**config.mk**
```make
export PLATFORM = sky130hd
export DESIGN_NAME = wb_arbiter2
export DESIGN_NICKNAME = d
export VERILOG_FILES = /design/src/rtl/wb_arb_pkg.sv /design/src/rtl/wb_arb_cnt.sv /design/src/rtl/wb_arbiter2.sv
export SDC_FILE = /design/constraint.sdc
export NUM_CORES = 1
export LEC_CHECK = 0
export CAP_MARGIN = 20
export CORE_UTILIZATION = 27
export DETAILED_ROUTE_END_ITERATION = 10
export MAX_ROUTING_LAYER = met4
export PLACE_DENSITY_LB_ADDON = 0.08
export SLEW_MARGIN = 30
export SYNTH_ARGS = -nofsm -noshare
export SYNTH_HDL_FRONTEND = slang
export SYNTH_SLANG_ARGS = --single-unit
```
**constraint.sdc**
```tcl
create_clock -name clk -period 2.6 [get_ports clk]
set_clock_uncertainty 0.05 [all_clocks]
set_input_delay 0.39 -clock clk [delete_from_list [all_inputs] [get_ports clk]]
set_output_delay 0.39 -clock clk [all_outputs]
set_load 0.005 [all_outputs]
```
**src/rtl/wb_arb_pkg.sv**
```systemverilog
// rtl/wb_arb_pkg.sv - shared types and round-robin pick for the Wishbone arbiter
package wb_arb_pkg;

    typedef enum logic [1:0] {
        IDLE = 2'd0,
        GNT0 = 2'd1,
        GNT1 = 2'd2
    } arb_state_t;

    // Returns 1 when master 1 should be granted; under contention the master
    // that was not served last wins.
    function automatic logic rr_pick(input logic req0, input logic req1, input logic last);
        if (req0 && req1) begin
            return ~last;
        end
        return req1;
    endfunction

endpackage

```
**src/rtl/wb_arb_cnt.sv**
```systemverilog
// rtl/wb_arb_cnt.sv - saturating-safe up/down transaction counter with load and clear
// Ports: clk, rst (sync, active-low), clr, load/load_val, inc, dec -> cnt, full, zero, err
module wb_arb_cnt #(
    parameter int MAX = 4,
    parameter int W   = $clog2(MAX + 1)
) (
    input  logic         clk,
    input  logic         rst,
    input  logic         clr,
    input  logic         load,
    input  logic [W-1:0] load_val,
    input  logic         inc,
    input  logic         dec,
    output logic [W-1:0] cnt,
    output logic         full,
    output logic         zero,
    output logic         err
);

    logic dec_ok;

    assign full   = (cnt == W'(MAX));
    assign zero   = (cnt == '0);
    // A decrement with nothing counted is refused and reported.
    assign err    = dec & zero;
    assign dec_ok = dec & ~zero;

    always_ff @(posedge clk) begin
        if (!rst || clr) begin
            cnt <= '0;
        end else if (load) begin
            cnt <= load_val;
        end else if (inc && !dec_ok) begin
            cnt <= cnt + W'(1);
        end else if (!inc && dec_ok) begin
            cnt <= cnt - W'(1);
        end
    end

endmodule

```
**src/rtl/wb_arbiter2.sv**
```systemverilog
// rtl/wb_arbiter2.sv - two-master round-robin arbiter for pipelined Wishbone with cycle locking
// Ports: clk, rst (sync, active-low); m0_*/m1_* master ports (cyc, stb, we, adr, dat_i -> dat_o, ack, stall);
//        s_* slave port (cyc, stb, we, adr, dat_o -> dat_i, ack, stall)
module wb_arbiter2
    import wb_arb_pkg::*;
#(
    parameter int AW      = 16,
    parameter int DW      = 16,
    parameter int MAX_OUT = 4
) (
    input  logic          clk,
    input  logic          rst,
    input  logic          m0_cyc,
    input  logic          m0_stb,
    input  logic          m0_we,
    input  logic [AW-1:0] m0_adr,
    input  logic [DW-1:0] m0_dat_i,
    output logic [DW-1:0] m0_dat_o,
    output logic          m0_ack,
    output logic          m0_stall,
    input  logic          m1_cyc,
    input  logic          m1_stb,
    input  logic          m1_we,
    input  logic [AW-1:0] m1_adr,
    input  logic [DW-1:0] m1_dat_i,
    output logic [DW-1:0] m1_dat_o,
    output logic          m1_ack,
    output logic          m1_stall,
    output logic          s_cyc,
    output logic          s_stb,
    output logic          s_we,
    output logic [AW-1:0] s_adr,
    output logic [DW-1:0] s_dat_o,
    input  logic [DW-1:0] s_dat_i,
    input  logic          s_ack,
    input  logic          s_stall
);

    localparam int CNT_W = $clog2(MAX_OUT + 1);

    arb_state_t       state;
    logic             last;
    logic [CNT_W-1:0] out_cnt;
    logic [CNT_W-1:0] drn_cnt;
    logic [CNT_W-1:0] drn_rem;
    logic             out_full, out_zero, out_err;
    logic             drn_full, drn_zero, drn_err;
    logic             drain;
    logic             g0, g1;
    logic             cyc_exit;
    logic             issue;
    logic             ack_live;
    logic             unused_drn_full;

    assign unused_drn_full = drn_full;

    // Granted-and-still-in-cycle; reset gates the bus immediately.
    assign g0 = rst & (state == GNT0) & m0_cyc;
    assign g1 = rst & (state == GNT1) & m1_cyc;

    assign cyc_exit = rst & (((state == GNT0) & ~m0_cyc) | ((state == GNT1) & ~m1_cyc));

    // Leftover acks from an aborted cycle belong to nobody.
    assign drain    = ~drn_zero;
    assign ack_live = s_ack & ~drain & ~out_zero;
    assign issue    = s_cyc & s_stb & ~s_stall;
    // Acks landing on the exit cycle itself are already part of the drain.
    assign drn_rem  = out_cnt - CNT_W'(ack_live);

    assign s_cyc   = g0 | g1;
    assign s_stb   = ((g0 & m0_stb) | (g1 & m1_stb)) & ~out_full & ~drain;
    assign s_we    = g1 ? m1_we    : m0_we;
    assign s_adr   = g1 ? m1_adr   : m0_adr;
    assign s_dat_o = g1 ? m1_dat_i : m0_dat_i;

    // Stalling during drain keeps the new owner's strobe pending, not lost.
    assign m0_stall = g0 ? (s_stall | out_full | drain) : m0_stb;
    assign m1_stall = g1 ? (s_stall | out_full | drain) : m1_stb;
    assign m0_ack   = g0 & ack_live;
    assign m1_ack   = g1 & ack_live;
    assign m0_dat_o = s_dat_i;
    assign m1_dat_o = s_dat_i;

    wb_arb_cnt #(.MAX(MAX_OUT), .W(CNT_W)) u_out_cnt (
        .clk      (clk),
        .rst      (rst),
        .clr      (cyc_exit),
        .load     (1'b0),
        .load_val ('0),
        .inc      (issue),
        .dec      (s_ack & ~drain),
        .cnt      (out_cnt),
        .full     (out_full),
        .zero     (out_zero),
        .err      (out_err)
    );

    wb_arb_cnt #(.MAX(MAX_OUT), .W(CNT_W)) u_drn_cnt (
        .clk      (clk),
        .rst      (rst),
        .clr      (1'b0),
        .load     (cyc_exit & (drn_rem != '0)),
        .load_val (drn_rem),
        .inc      (1'b0),
        .dec      (s_ack & drain),
        .cnt      (drn_cnt),
        .full     (drn_full),
        .zero     (drn_zero),
        .err      (drn_err)
    );

    always_ff @(posedge clk) begin
        if (!rst) begin
            state <= IDLE;
            last  <= 1'b1;
        end else begin
            case (state)
                IDLE: begin
                    if (m0_cyc || m1_cyc) begin
                        state <= rr_pick(m0_cyc, m1_cyc, last) ? GNT1 : GNT0;
                    end
                end
                GNT0: begin
                    if (!m0_cyc) begin
                        last  <= 1'b0;
                        state <= m1_cyc ? GNT1 : IDLE;
                    end
                end
                GNT1: begin
                    if (!m1_cyc) begin
                        last  <= 1'b1;
                        state <= m0_cyc ? GNT0 : IDLE;
                    end
                end
                default: state <= IDLE;
            endcase
        end
    end

    assert property (@(posedge clk) disable iff (!rst) !(out_err | drn_err))
        else $error("wb_arbiter2: s_ack with no outstanding transaction");

endmodule

```
==> out/qor.csv, run 1 <==
metric,value,unit
nNetsFinal,337,
critPathMaxFanout,17,
ys_types,32,
worstReg2RegEnd,u_out_cnt.cnt[2],
rsz0062_at_grt,no,
min_path_type,in2reg,
syn_to_final_growth,78.3,%
grt_pass1_wl,6690,um
n_antenna_cell,0,
min_from,rst,
dp_hpwl,4030,um
yosys_register_bits,9,
irDropWorstVdd,191,uV
cts_tree,done,
antenna_left,0,
seq_area_frac_synth,13.5,%
reg2reg_depth,12,
r2r_start,u_drn_cnt.cnt[0],
stdcell_count,307,
root_buffer,clkbuf_8,
synthAdderAreaFrac,6.20,%
tightest_slew,0.585,ns
drv_slew,0,
via_per_inst,4.40,
die_w,72.2,um
synth_top_area_cell,mux2_2,
cts_buffers,3,
finalCriticalPeriod,2.46,ns
arrival,2.02,ns
period_share,94.5,%
power.static_leakage,0.987,nW
insertion_delay,0.23,ns
vias,1352,
floorplan.initialDensity,28.2,%
grt_overflow_total,0,
holdPathEnd,last,
core_area,0.00472,mm2
max-clock-path-buffers,2,
critPathLaunchType,primary input,
grt_max_degree,21,
syn_area_per_cell,8.64,um2
holdWs,0.438,ns
synth-compound-area-share,9.68,%
dieArea,0.00522,mm2
antenna_found_initial,0,
report.final.hold_viol_count,0,
finalSetupTns,0,ns
syn-cell-area,0.00133,mm2
gp_congestion,0.753,
synth_top_area_share,27.1,%
io_buffers,112,
wl_per_cell,15.0,um
h-tree-depth,1,
firstDrtPassIters,4,
synth_top_family_by_area,multiplexers,
grtUsageTotal,17.6,%
worst_setup_path_end_kind,output pin,
yosysWarnings,0,
worstSetupPathType,in2out,
post_cts_buffers,0,
cts_sinks,9,
synth_xor_area_share,2.63,%
synth.area.mux_share,29.4,%
clk_pin_slew,0.05,ns
synth_simple_gate_area_share,13.6,%
synth_area_leaders,"mux2_2 (27%), buf_4 (19%), dfxtp_1 (14%)",
core.rowCount,25,
hold_depth,2,
synthCells,154,
required,2.16,ns
slew_headroom,60.4,%
drt-total-wl,4610,um
grt_pass1_vias,1377,
maxCapViolations,0,
rrSetupSlack,0.29,ns
boundaryPins,161,
die_h,72.2,um
syn_nets,250,
fmax,407,MHz
post-place-cells,303,
p_per_area,420,mW/mm2
cts_hold_buffers,0,
drive_above_1_share,21.7,%
drc,0,
status,"finished, final reports clean",
setup_violations,0,
drt-initial-drc-count,40,
[area by class of cell]
type                    count  area [um2]
fillers                   453        2350
repair buffers            120        1190
multi-input cells          98         835
flip-flops and latches      9         180
well taps                  67        83.8
clock buffers               3        41.3
inverters                   9        33.8
clock inverters             1        5.00
[layout by cell type, fill, tap and decap left out, types with 3 or more instances in the layout]
cell type,count
a21oi_1,4
and3_1,4
buf_4,6
clkbuf_8,3
clkdlybuf4s50_1,111
dfxtp_1,9
ha_1,5
inv_1,9
mux2_2,32
nand2_1,8
nor2_1,14
o21a_1,3
o21ai_0,3
[power by group]
part	total, mW	switching, mW	internal, mW
Combinational	0.618	0.248	0.370
Sequential	0.215	0.0407	0.175
Clock	0.163	0.0585	0.105
[worst max-delay path by stage]
stage | start | end | slack, ns
2_1_floorplan | rst | u_out_cnt.cnt[2] | 0.32
3_3_place_gp | rst | u_out_cnt.cnt[2] | -0.10
3_5_place_dp | rst | u_out_cnt.cnt[2] | -0.14
4_1_cts | rst | s_dat_o[1] | 0.0005
5_1_grt | m1_cyc | s_dat_o[14] | 0.08
6_report | m1_cyc | s_adr[15] | 0.14
[repair_timing]
item,in CTS,in global routing
endpoints found under the setup margin,24,39
cloned,0,0
resized for setup,2,5
hold endpoints to repair,0,0
pin swaps,0,0
[through the flow]
step	total power, mW	area [um2]	util [%]	worst slack, ns
CTS	0.972	2350	49.8	0.000531
global placement	0.806	2300	48.7	-0.101
global route	1.09	2370	50.3	0.0794
floorplan	0.575	1330	-	0.317
finish	0.997	2370	50.3	0.142
detailed placement	0.806	2300	48.7	-0.140
[synthesized netlist by cell type]
cell,instances
nand4b_4,1
ha_1,5
nand2_1,8
inv_1,9
xnor2_1,2
fa_1,1
or3b_1,1
o21a_2,1
and3_1,4
nand4b_1,1
o22ai_1,2
nor2_2,1
a211oi_1,2
o22a_1,1
a21oi_1,4
mux2_1,1
o21ai_2,1
and2b_2,1
mux2i_1,2
nor3_1,1
dfxtp_1,9
o21a_1,3
nand2b_1,2
xor2_1,2
mux2_2,32
buf_4,33
o311ai_0,1
a31o_2,1
o21ai_0,3
nor2_1,14
buf_6,4
buf_2,1
[state kept, by name, summed over array words and instances, names as in the netlist]
signal	count
state	2
last	1
u_out_cnt.cnt	3
u_drn_cnt.cnt	3
[cell families after synthesis]
family          after synthesis
compound gates               19
mux                          35
fa+ha+maj                     6
flops                         9
simple gates                 34
buf+inv                      47
xor+xnor                      4
[routing by layer]
| layer | up-vias | part of all wire, % | track usage [%] |
|---|---|---|---|
| li1 | 667 | - | - |
| met1 | 605 | 33 | 16.6 |
| met2 | 76 | 60 | 36.3 |
| met3 | 4 | 6.6 | 2.78 |
| met4 | 0 | 0.56 | 4.36 |
| met5 | - | 0 | - |
[critical path, cell delays in order]
cell,delay (ns)
clkdlybuf4s50_1,0.46
nand4b_4,0.13
buf_6,0.20
mux2_2,0.36
clkdlybuf4s50_1,0.47
No activity file was read; power rests on OpenSTA's default activity.
==> run 2: changes to the inputs <==
- ABC_AREA: unset -> 1
- CORE_ASPECT_RATIO: unset -> 0.7
- CORE_UTILIZATION: 27 -> 28
==> run 2 against run 1 <==
Compared with the run above:
- the flow now stops in detailed routing
- global-route usage shrank 0.81 points
- synthesized area rose by 6.7%
- synthesized cell count rose by 62%
==> out/qor.csv, run 2 <==
metric,value,unit,change
endpoint_type,primary output,,
die_w,87.1,um,+21%
firstError,[ERROR DRT-0255] Maze Route cannot find path of net s_dat_i[13] in worker of routeBox ( 48300 0 ) ( 87120 48300 ).,,
syn_area_per_cell,5.68,um2,-34%
failing_step,detailed routing,,
floorplan.initialDensity,29.4,%,+1.2 points
synth_area_leaders,"nand2_1 (32%), buf_4 (19%), dfxtp_1 (13%)",,
synth_top_area_share,31.7,%,+4.7 points
h-tree-depth,1,,unchanged
yosys_register_bits,9,,unchanged
grt_pass1_vias,1322,,-4.0%
cts_sinks,9,,unchanged
cts_hold_buffers,0,,unchanged
grt-worst-endpoint,m0_ack,,
ys_types,28,,-13%
boundaryPins,161,,unchanged
dp_slack,-0.0552,ns,+0.0845 ns
cts_resized,0,,-2
root_buffer,clkbuf_8,,
dp_hpwl,3900,um,-3.4%
synth_edf_count,0,,unchanged
synth_common_cells,"nand2_1 (120), buf_4 (36), inv_1 (15)",,
synthCells,250,,+62%
post-place-cells,400,,+32%
grt_pass1_wl,6590,um,-1.6%
syn_nets,346,,+38%
placed_cell_area,0.00241,mm2,+5.1%
seq_area_frac_synth,12.7,%,-0.85 points
antenna_found_initial,0,,unchanged
status,aborted with a tool error,,
grtUsageTotal,16.8,%,-0.81 points
cts_buffers,3,,unchanged
grt_overflow_total,0,,unchanged
post_cts_buffers,0,,unchanged
die_h,61.6,um,-15%
io_buffers,112,,unchanged
core.rowCount,21,,-16%
gp_congestion,0.874,,+16%
max-clock-path-buffers,2,,unchanged
async_reset_ff_share,0,%,unchanged
syn-cell-area,0.00142,mm2,+6.7%
ys.flop_type,dfxtp_1,,
synthMostInstantiatedCell,nand2_1,,
grt_max_degree,36,,+71%
synth_top_area_cell,nand2_1,,
yosysWarnings,0,,unchanged
[run 2: cell families after synthesis]
family	count (synthesis)	synth area share (%)
compound gates	10	4.14
xor+xnor	3	1.85
fa+ha+maj	6	5.82
buf+inv	61	25.9
flops	9	12.7
mux	1	0.705
simple gates	160	48.9
[run 2: stage by stage]
stage                     utilization (%)  hold WS [ns]
after global routing                 50.9         0.464
after detailed placement             49.9         0.424
after global placement               49.9         0.428
after floorplan                         -         0.395
after CTS                            50.9         0.431
[run 2: layer usage]
layer	global-route usage, %
met1	21.3
met5	-
met2	26.0
met3	4.69
met4	5.62
==> run 3: changes to the inputs <==
- CORE_ASPECT_RATIO: 0.7 -> unset
- MAX_ROUTING_LAYER: met4 -> unset
- PLACE_DENSITY_LB_ADDON: 0.08 -> 0.15
==> run 3 against run 2 <==
Compared with the run above:
- the flow now finishes without violations
- synthesized area did not move
- synthesized cell count did not move
- global-route usage rose by 0.40 points
==> out/qor.csv, run 3 <==
metric,value,unit,change
critPathLaunchType,primary input,,
insertion_delay,0.24,ns,
syn_area_per_cell,5.68,um2,unchanged
arrival,2.01,ns,
utilization,51.4,%,
synth_top_area_share,31.7,%,unchanged
drive_above_1_share,8.36,%,
seq_area_frac_synth,12.7,%,unchanged
finalSetupTns,0,ns,
synth_top_area_cell,nand2_1,,
critPathMaxFanout,24,,
syn-cell-area,0.00142,mm2,unchanged
cts_sinks,9,,unchanged
grt_busiest_layer,met2,,
grt_pass1_wl,7130,um,+8.2%
maxCapViolations,0,,
tightest_slew,0.301,ns,
placed_cell_area,0.00241,mm2,-0.10%
stdcell_count,402,,
synthCells,250,,unchanged
drt-initial-drc-count,49,,
grtUsageMet1,20.5,%,-0.81 points
root_buffer,clkbuf_8,,
die_h,73.2,um,+19%
yosys_register_bits,9,,unchanged
cts_buffers,3,,unchanged
post-place-cells,398,,-0.50%
dp_hpwl,4140,um,+6.3%
reg.largest.list,"u_drn_cnt.cnt: 3 flops, u_out_cnt.cnt: 3 flops, state: 2 flops",,
ys_types,28,,unchanged
holdWs,0.423,ns,
antenna_found_initial,0,,unchanged
dieArea,0.00536,mm2,
p_per_area,377,mW/mm2,
boundaryPins,161,,unchanged
gr-usage-met2,30.3,%,+4.4 points
power.static_leakage,1.16,nW,
nNetsFinal,432,,
final_cell_mix,"nand2_1 (120), clkdlybuf4s50_1 (111), inv_1 (15), nor2_1 (14), nand3_1 (11)",,
period_share,94.4,%,
synth_common_cells,"nand2_1 (120), buf_4 (36), inv_1 (15)",,
status,"finished, final reports clean",,
grt_max_degree,29,,-19%
finalCriticalPeriod,2.45,ns,
setup_ws,0.146,ns,
antenna_left,0,,
n_antenna_cell,0,,
wl_per_cell,12.5,um,
firstDrtPassIters,4,,
die_w,73.2,um,-16%
core.rowCount,25,,+19%
synth_edf_count,0,,unchanged
synth_area_leaders,"nand2_1 (32%), buf_4 (19%), dfxtp_1 (13%)",,
irDropWorstVdd,295,uV,
cts_resized,0,,unchanged
post_cts_buffers,0,,unchanged
fin_area,0.00246,mm2,
via_per_inst,4.13,,
final_common_cell,nand2_1,,
setup_violations,0,,
synthMostInstantiatedCell,nand2_1,,
io_buffers,112,,unchanged
clk_pin_slew,0.04,ns,
async_reset_ff_share,0,%,unchanged
max-clock-path-buffers,2,,unchanged
required,2.16,ns,
slew_headroom,79.9,%,
core_area,0.00479,mm2,
syn_to_final_growth,73.2,%,
yosysWarnings,0,,unchanged
drc,0,,
report.final.hold_viol_count,0,,
fmax,407,MHz,
gp_congestion,0.758,,-13%
worstSetupPathType,in2out,,
grt_overflow_total,0,,unchanged
drv_slew,0,,
power,927,uW,
floorplan.initialDensity,29.7,%,+0.30 points
min_path_type,reg2reg,,
worst_setup_path_end_kind,output pin,,
use_met3,4.56,%,-0.13 points
syn_nets,346,,unchanged
cts_tree,done,,
grtUsageTotal,17.2,%,+0.40 points
grt_pass1_vias,1533,,+16%
vias,1659,,
ys.flop_type,dfxtp_1,,
cts_hold_buffers,0,,unchanged
h-tree-depth,1,,unchanged
dp_slack,-0.0878,ns,-0.0325 ns
rsz0062_at_grt,no,,
drt-total-wl,5030,um,
run 3: cell counts after synthesis:
Identical to the previous run, type by type.
run 3: cell families after synthesis:
family	share of synthesized area, %
muxes	0.705
AOI/OAI and AO/OA	4.14
DFF	12.7
and+or+nand+nor	48.9
xor gates and xnor gates	1.85
adders and majority gates	5.82
buffers and inverters	25.9
run 3: cell type report:
| class | instances | area, um2 |
|---|---|---|
| tap | 67 | 83.8 |
| multi-input combinational | 180 | 872 |
| timing repair buffer | 120 | 1200 |
| inverter | 22 | 82.6 |
| clock buffer | 4 | 45.0 |
| sequential | 9 | 180 |
| fill | 509 | 2330 |
run 3: layer usage:
layer	routed length, um	part of all wire, %	up-vias
li1	-	-	902
met1	2130	42	693
met2	2440	49	46
met3	402	8.0	18
met4	60	1.2	0
met5	0	0	-
run 3: path summary, 6_finish.rpt:
check	from	slack (ns)	endpoint	depth (start not counted)
worst max register to register	state[0]	0.37	u_out_cnt.cnt[2]	11
worst min-delay path	last	0.42	last	2
worst min register to register	last	0.42	last	2
worst max-delay path	m1_cyc	0.15	s_dat_o[4]	7
run 3: worst max-delay path: stages:
cell and delay (ns):
clkdlybuf4s50_1 0.52, nand3_4 0.11, inv_2 0.14, buf_12 0.17
nand2_1 0.06, nand2_1 0.10, clkdlybuf4s50_1 0.52
run 3: power breakdown:
part / leakage [nW] / switching, mW / internal, mW / total (mW)
clock: 0.0228 / 0.0590 / 0.107 / 0.166
combinational: 1.06 / 0.256 / 0.306 / 0.562
sequential: 0.0736 / 0.0312 / 0.168 / 0.199
total: 1.16 / 0.346 / 0.580 / 0.927
==> run 4: changes to the inputs <==
- CAP_MARGIN: 20 -> unset
- CTS_CLUSTER_DIAMETER: unset -> 200
==> results of run 4 <==
The final DEF is identical to that of run 3; final timing and power are the same.
==> variant 1: new RTL, settings of run 1 <==
Make the reset (`rst`) asynchronous in one clocked block.
--- a/src/rtl/wb_arbiter2.sv
+++ b/src/rtl/wb_arbiter2.sv
@@ -111,3 +111,3 @@
 
-    always_ff @(posedge clk) begin
+    always_ff @(posedge clk or negedge rst) begin
         if (!rst) begin
Function: same outputs for any inputs over 10 cycles, from zero or initial values and one cycle with rst low; that may be too few to reach the edited logic, so the function may still have changed.
==> variant 1 against run 1 <==
Core utilization is 3.4 points higher; via count is 0.44% lower; setup slack worse by 0.11 ns; area after synthesis is 2.5% higher; combinational power is 24% higher; routed wire length is 4.0% lower; count of clock-buffer cells in the layout is 1 higher; sequential cell count stayed put; register-to-register slack worse by 0.04 ns; worst hold slack worse by 0.36 ns; power is 15% higher; cell area is 8.2% higher; critical path type unchanged; highest routed layer unchanged.
==> variant 1: results (changes against run 1) <==
Run status
  • Status: complete, no violations

Placed design
  • Pre-CTS setup slack: -0.1962 ns (-0.05644 ns)
  • RD Place Congestion: 0.7325 (-2.7%)
  • DP Area: 2389 sq um (+3.9%)
  • # placed instances: 309 (+2.0%)

Synth
  • Post-synthesis cell type count: 31 (-3.1%)
  • Post-Syn Instances: 153 (-0.65%)
  • Post-synthesis adder-cell area fraction: 0.06049 (-0.001535)
  • Post-synth top cells: buf_4 (32), mux2_2 (17), mux2_4 (16)
  • Multiplexer area fraction after synthesis: 0.3309 (+0.03672)
  • Syn nets: 249 (-0.40%)
  • Seq/Total Area, Yosys: 0.1439 (+0.008566)
  • Compound-Gate Fraction of Synth Area: 0.09349 (-0.003312)
  • Top cells by area, synth: buf_4 (18%), mux2_4 (18%), mux2_2 (14%)

Pwr
  • Static leakage: 0.001244 uW (+26%)
  • Psw: 394.8 uW (+14%)
  • Sw frac: 0.3430 (-0.005455)

Worst setup path
  • Worst R2R Setup Slack: 0.25 ns (-0.04 ns)
  • Crit path max fanout: 16 (-1)

GRT
  • Vias in the first global route: 1246 (-9.5%)
  • GRT Overall Usage: 0.1502 (-0.02604)
  • Largest net degree at the start of global routing: 38 (+81%)
  • Global-route wire length before repair: 6.106 mm (-8.8%)

Final layout
  • Layout cells sized above 1: 0.2381 (+0.02143)
  • Final net count: 349 (+3.6%)

Timing
  • Slew @ Worst Pin: 0.5778 ns (-0.007527 ns)
  • Fin crit share: 0.9868 (+0.04142)

Route
  • DR iter-0 viols: 22 (-45%)

Min path
  • Hold crit path type: in2async
[variant 1: routing by layer]
| layer | routed length [um] | track usage | up-vias |
|---|---|---|---|
| li1 | - | - | 688 |
| met1 | 1958 | 0.1923 | 591 |
| met2 | 2008 | 0.2335 | 65 |
| met3 | 438 | 0.04282 | 2 |
| met4 | 16 | 0.03268 | 0 |
| met5 | 0 | - | - |
[variant 1: final cells by class]
type	instances	area (sq um)
Multi-Input combinational cell	98	867.1
Inverter	10	37.54
Sequential cell	9	196.4
Timing Repair Buffer	131	1338
Tap cell	67	83.83
Clock buffer	4	45.04
Fill cell	450	2218
[variant 1: worst max-delay path, cell delays in order]
cell and delay (ns):
clkdlybuf4s50_1 0.47, nand4_1 0.16, buf_6 0.18, clkbuf_16 0.18, o21ai_0 0.19, clkdlybuf4s50_1 0.54
[variant 1: what timing repair did]
item / 4_1_cts / 5_1_grt
gates cloned: 0 / 1
setup endpoints to repair: 34 / 38
pin swaps: 0 / 2
resized for setup: 5 / 20
setup buffers: 0 / 5
==> variant 2: new RTL, settings of run 1 <==
Without the edit above. Set the parameter `AW` to 17 (it was 16).
--- a/src/rtl/wb_arbiter2.sv
+++ b/src/rtl/wb_arbiter2.sv
@@ -6,3 +6,3 @@
 #(
-    parameter int AW      = 16,
+    parameter int AW      = 17,
     parameter int DW      = 16,
Interface: changed (resized m0_adr, m1_adr and s_adr); port bits go from 161 to 164. The function was not compared with the original's and may differ.
==> variant 2 against run 1 <==
Routed wire length fell by 7.2%; critical path type unchanged; setup slack got worse by 0.050 ns; sequential power fell by 8%; sequential cell count did not move; cell area rose by 3.8%; area after synthesis rose by 1.8%; power rose by 1.6%; count of clock-buffer cells in the layout rose by 1.
==> variant 2: results (changes against run 1) <==
Run status
  • Status: complete, no violations

Route
  • WL/cell: 13.53 um (-9.8%)
  • Final ANT Viol Nets: 0 (unchanged)
  • Vias per cell: 4.354 (-1.1%)
  • DR iter-0 viols: 27 (-33%)
  • Detailed-router iteration count before antenna repair: 2 (-2)

Min path
  • Hold crit path type: reg2reg

GRT
  • GRT Overall Usage: 0.1640 (-0.01225)
  • Vias in the first global route: 1367 (-0.73%)
  • Global-route wire length before repair: 6.396 mm (-4.4%)
  • Largest net degree at the start of global routing: 39 (+86%)

Synth
  • Post-synth top cells: buf_4 (34), mux2_2 (28), nor2_1 (14)
  • Warnings, synthesis: 0 (unchanged)
  • Syn nets: 253 (+1.2%)
  • Seq/Total Area, Yosys: 0.1330 (-0.002374)
  • Top cells by area, synth: mux2_2 (23%), buf_4 (19%), dfxtp_1 (13%)

Final layout
  • N_diodes: 0 (unchanged)
  • Fillers: 466 (+2.9%)
  • Final net count: 348 (+3.3%)
  • Layout cells sized above 1: 0.2289 (+0.01225)

Placed design
  • DP Area: 2412 sq um (+5.0%)
  • RD Place Congestion: 0.7627 (+1.4%)
  • Port bufs: 115 (+2.7%)
  • HPWL Detailed: 3.659 mm (-9.3%)

Clocking
  • Cts bufs inserted: 3 (unchanged)
  • Worst-Skew Late Latency: 0.23 ns (about the same)
  • Maximum clock insertion buffer count: 2 (unchanged)

Timing
  • Slew @ Worst Pin: 0.6476 ns (+0.06228 ns)

Worst setup path
  • Crit path largest cell delay: 0.47 ns (about the same)
  • Arr. time, crit path: 2.07 ns (+0.05 ns)
  • Crit path max fanout: 38 (+21)

Pwr
  • Static leakage: 0.001051 uW (+6.5%)
  • Int Power: 667.2 uW (+2.7%)
  • IR drop worst, VDD: 0.2099 mV (+10%)
## variant 2: cell count changes after synthesis, sizes merged
cell / delta
mux2: +1
## variant 2: worst max-delay path, delay by kind of cell
kind | cells | cell delay (ns)
AND/OR/NAND/NOR | 1 | 0.13
multiplexers | 1 | 0.36
buffers and inverters | 3 | 1.16
## variant 2: cells by family (layout without fill, tap and decap cells)
logic type               count (synthesis)  count (layout)  synth area share
adder cells (fa/ha/maj)                  6               6           0.06094
buffers and inverters                   47             141            0.2373
AO/OA/AOI/OAI                           19              19           0.09510
multiplexers                            36              36            0.3139
AND/OR/NAND/NOR                         34              34            0.1339
flip-flops                               9               9            0.1330
XOR/XNOR                                 4               4           0.02586
## variant 2: layout make-up
type / instances / share of cell area
Multi-Input combinational cell: 99 / 0.3494
Inverter: 9 / 0.01371
Clock buffer: 4 / 0.01828
Tap cell: 67 / 0.03403
Timing Repair Buffer: 128 / 0.5114
Sequential cell: 9 / 0.07313
## variant 2: power groups by stage
stage	clock [uW]	sequential (uW)	combinational, uW
after floorplan	0	203	376
after global placement	0	198	641
after detailed placement	0	200	641
after CTS	170	197	644
after global routing	183	203	721
final	166	198	649
## variant 2: path summary, 6_finish.rpt
check / cells past startpoint / to / start / slack (ns)
worst max-delay path: 5 / s_adr[0] / m1_cyc / 0.09
worst min-delay path: 2 / last / last / 0.51
worst max register to register: 12 / u_out_cnt.cnt[2] / u_drn_cnt.cnt[0] / 0.22
worst min register to register: 2 / last / last / 0.51
## variant 2: metal layers
metal | track usage | share of wire
met1 | 0.1915 | 0.40
met2 | 0.2793 | 0.51
met4 | 0.04575 | 0.011
met5 | - | 0
met3 | 0.04006 | 0.071
## variant 2: stage by stage
stage	instances	worst slack [ns]	util
floorplan	155	0.2854	-
global placement	312	-0.07438	0.5041
detailed placement	312	-0.1194	0.5041
CTS	316	0.01209	0.5132
global route	316	0.01997	0.5148
finish	316	0.09226	0.5148
## variant 2: repair_timing
| item | CTS | global route |
|---|---|---|
| setup endpoints to repair | 8 | 2 |
| buffers inserted | 0 | 0 |
| resized for setup | 1 | 1 |
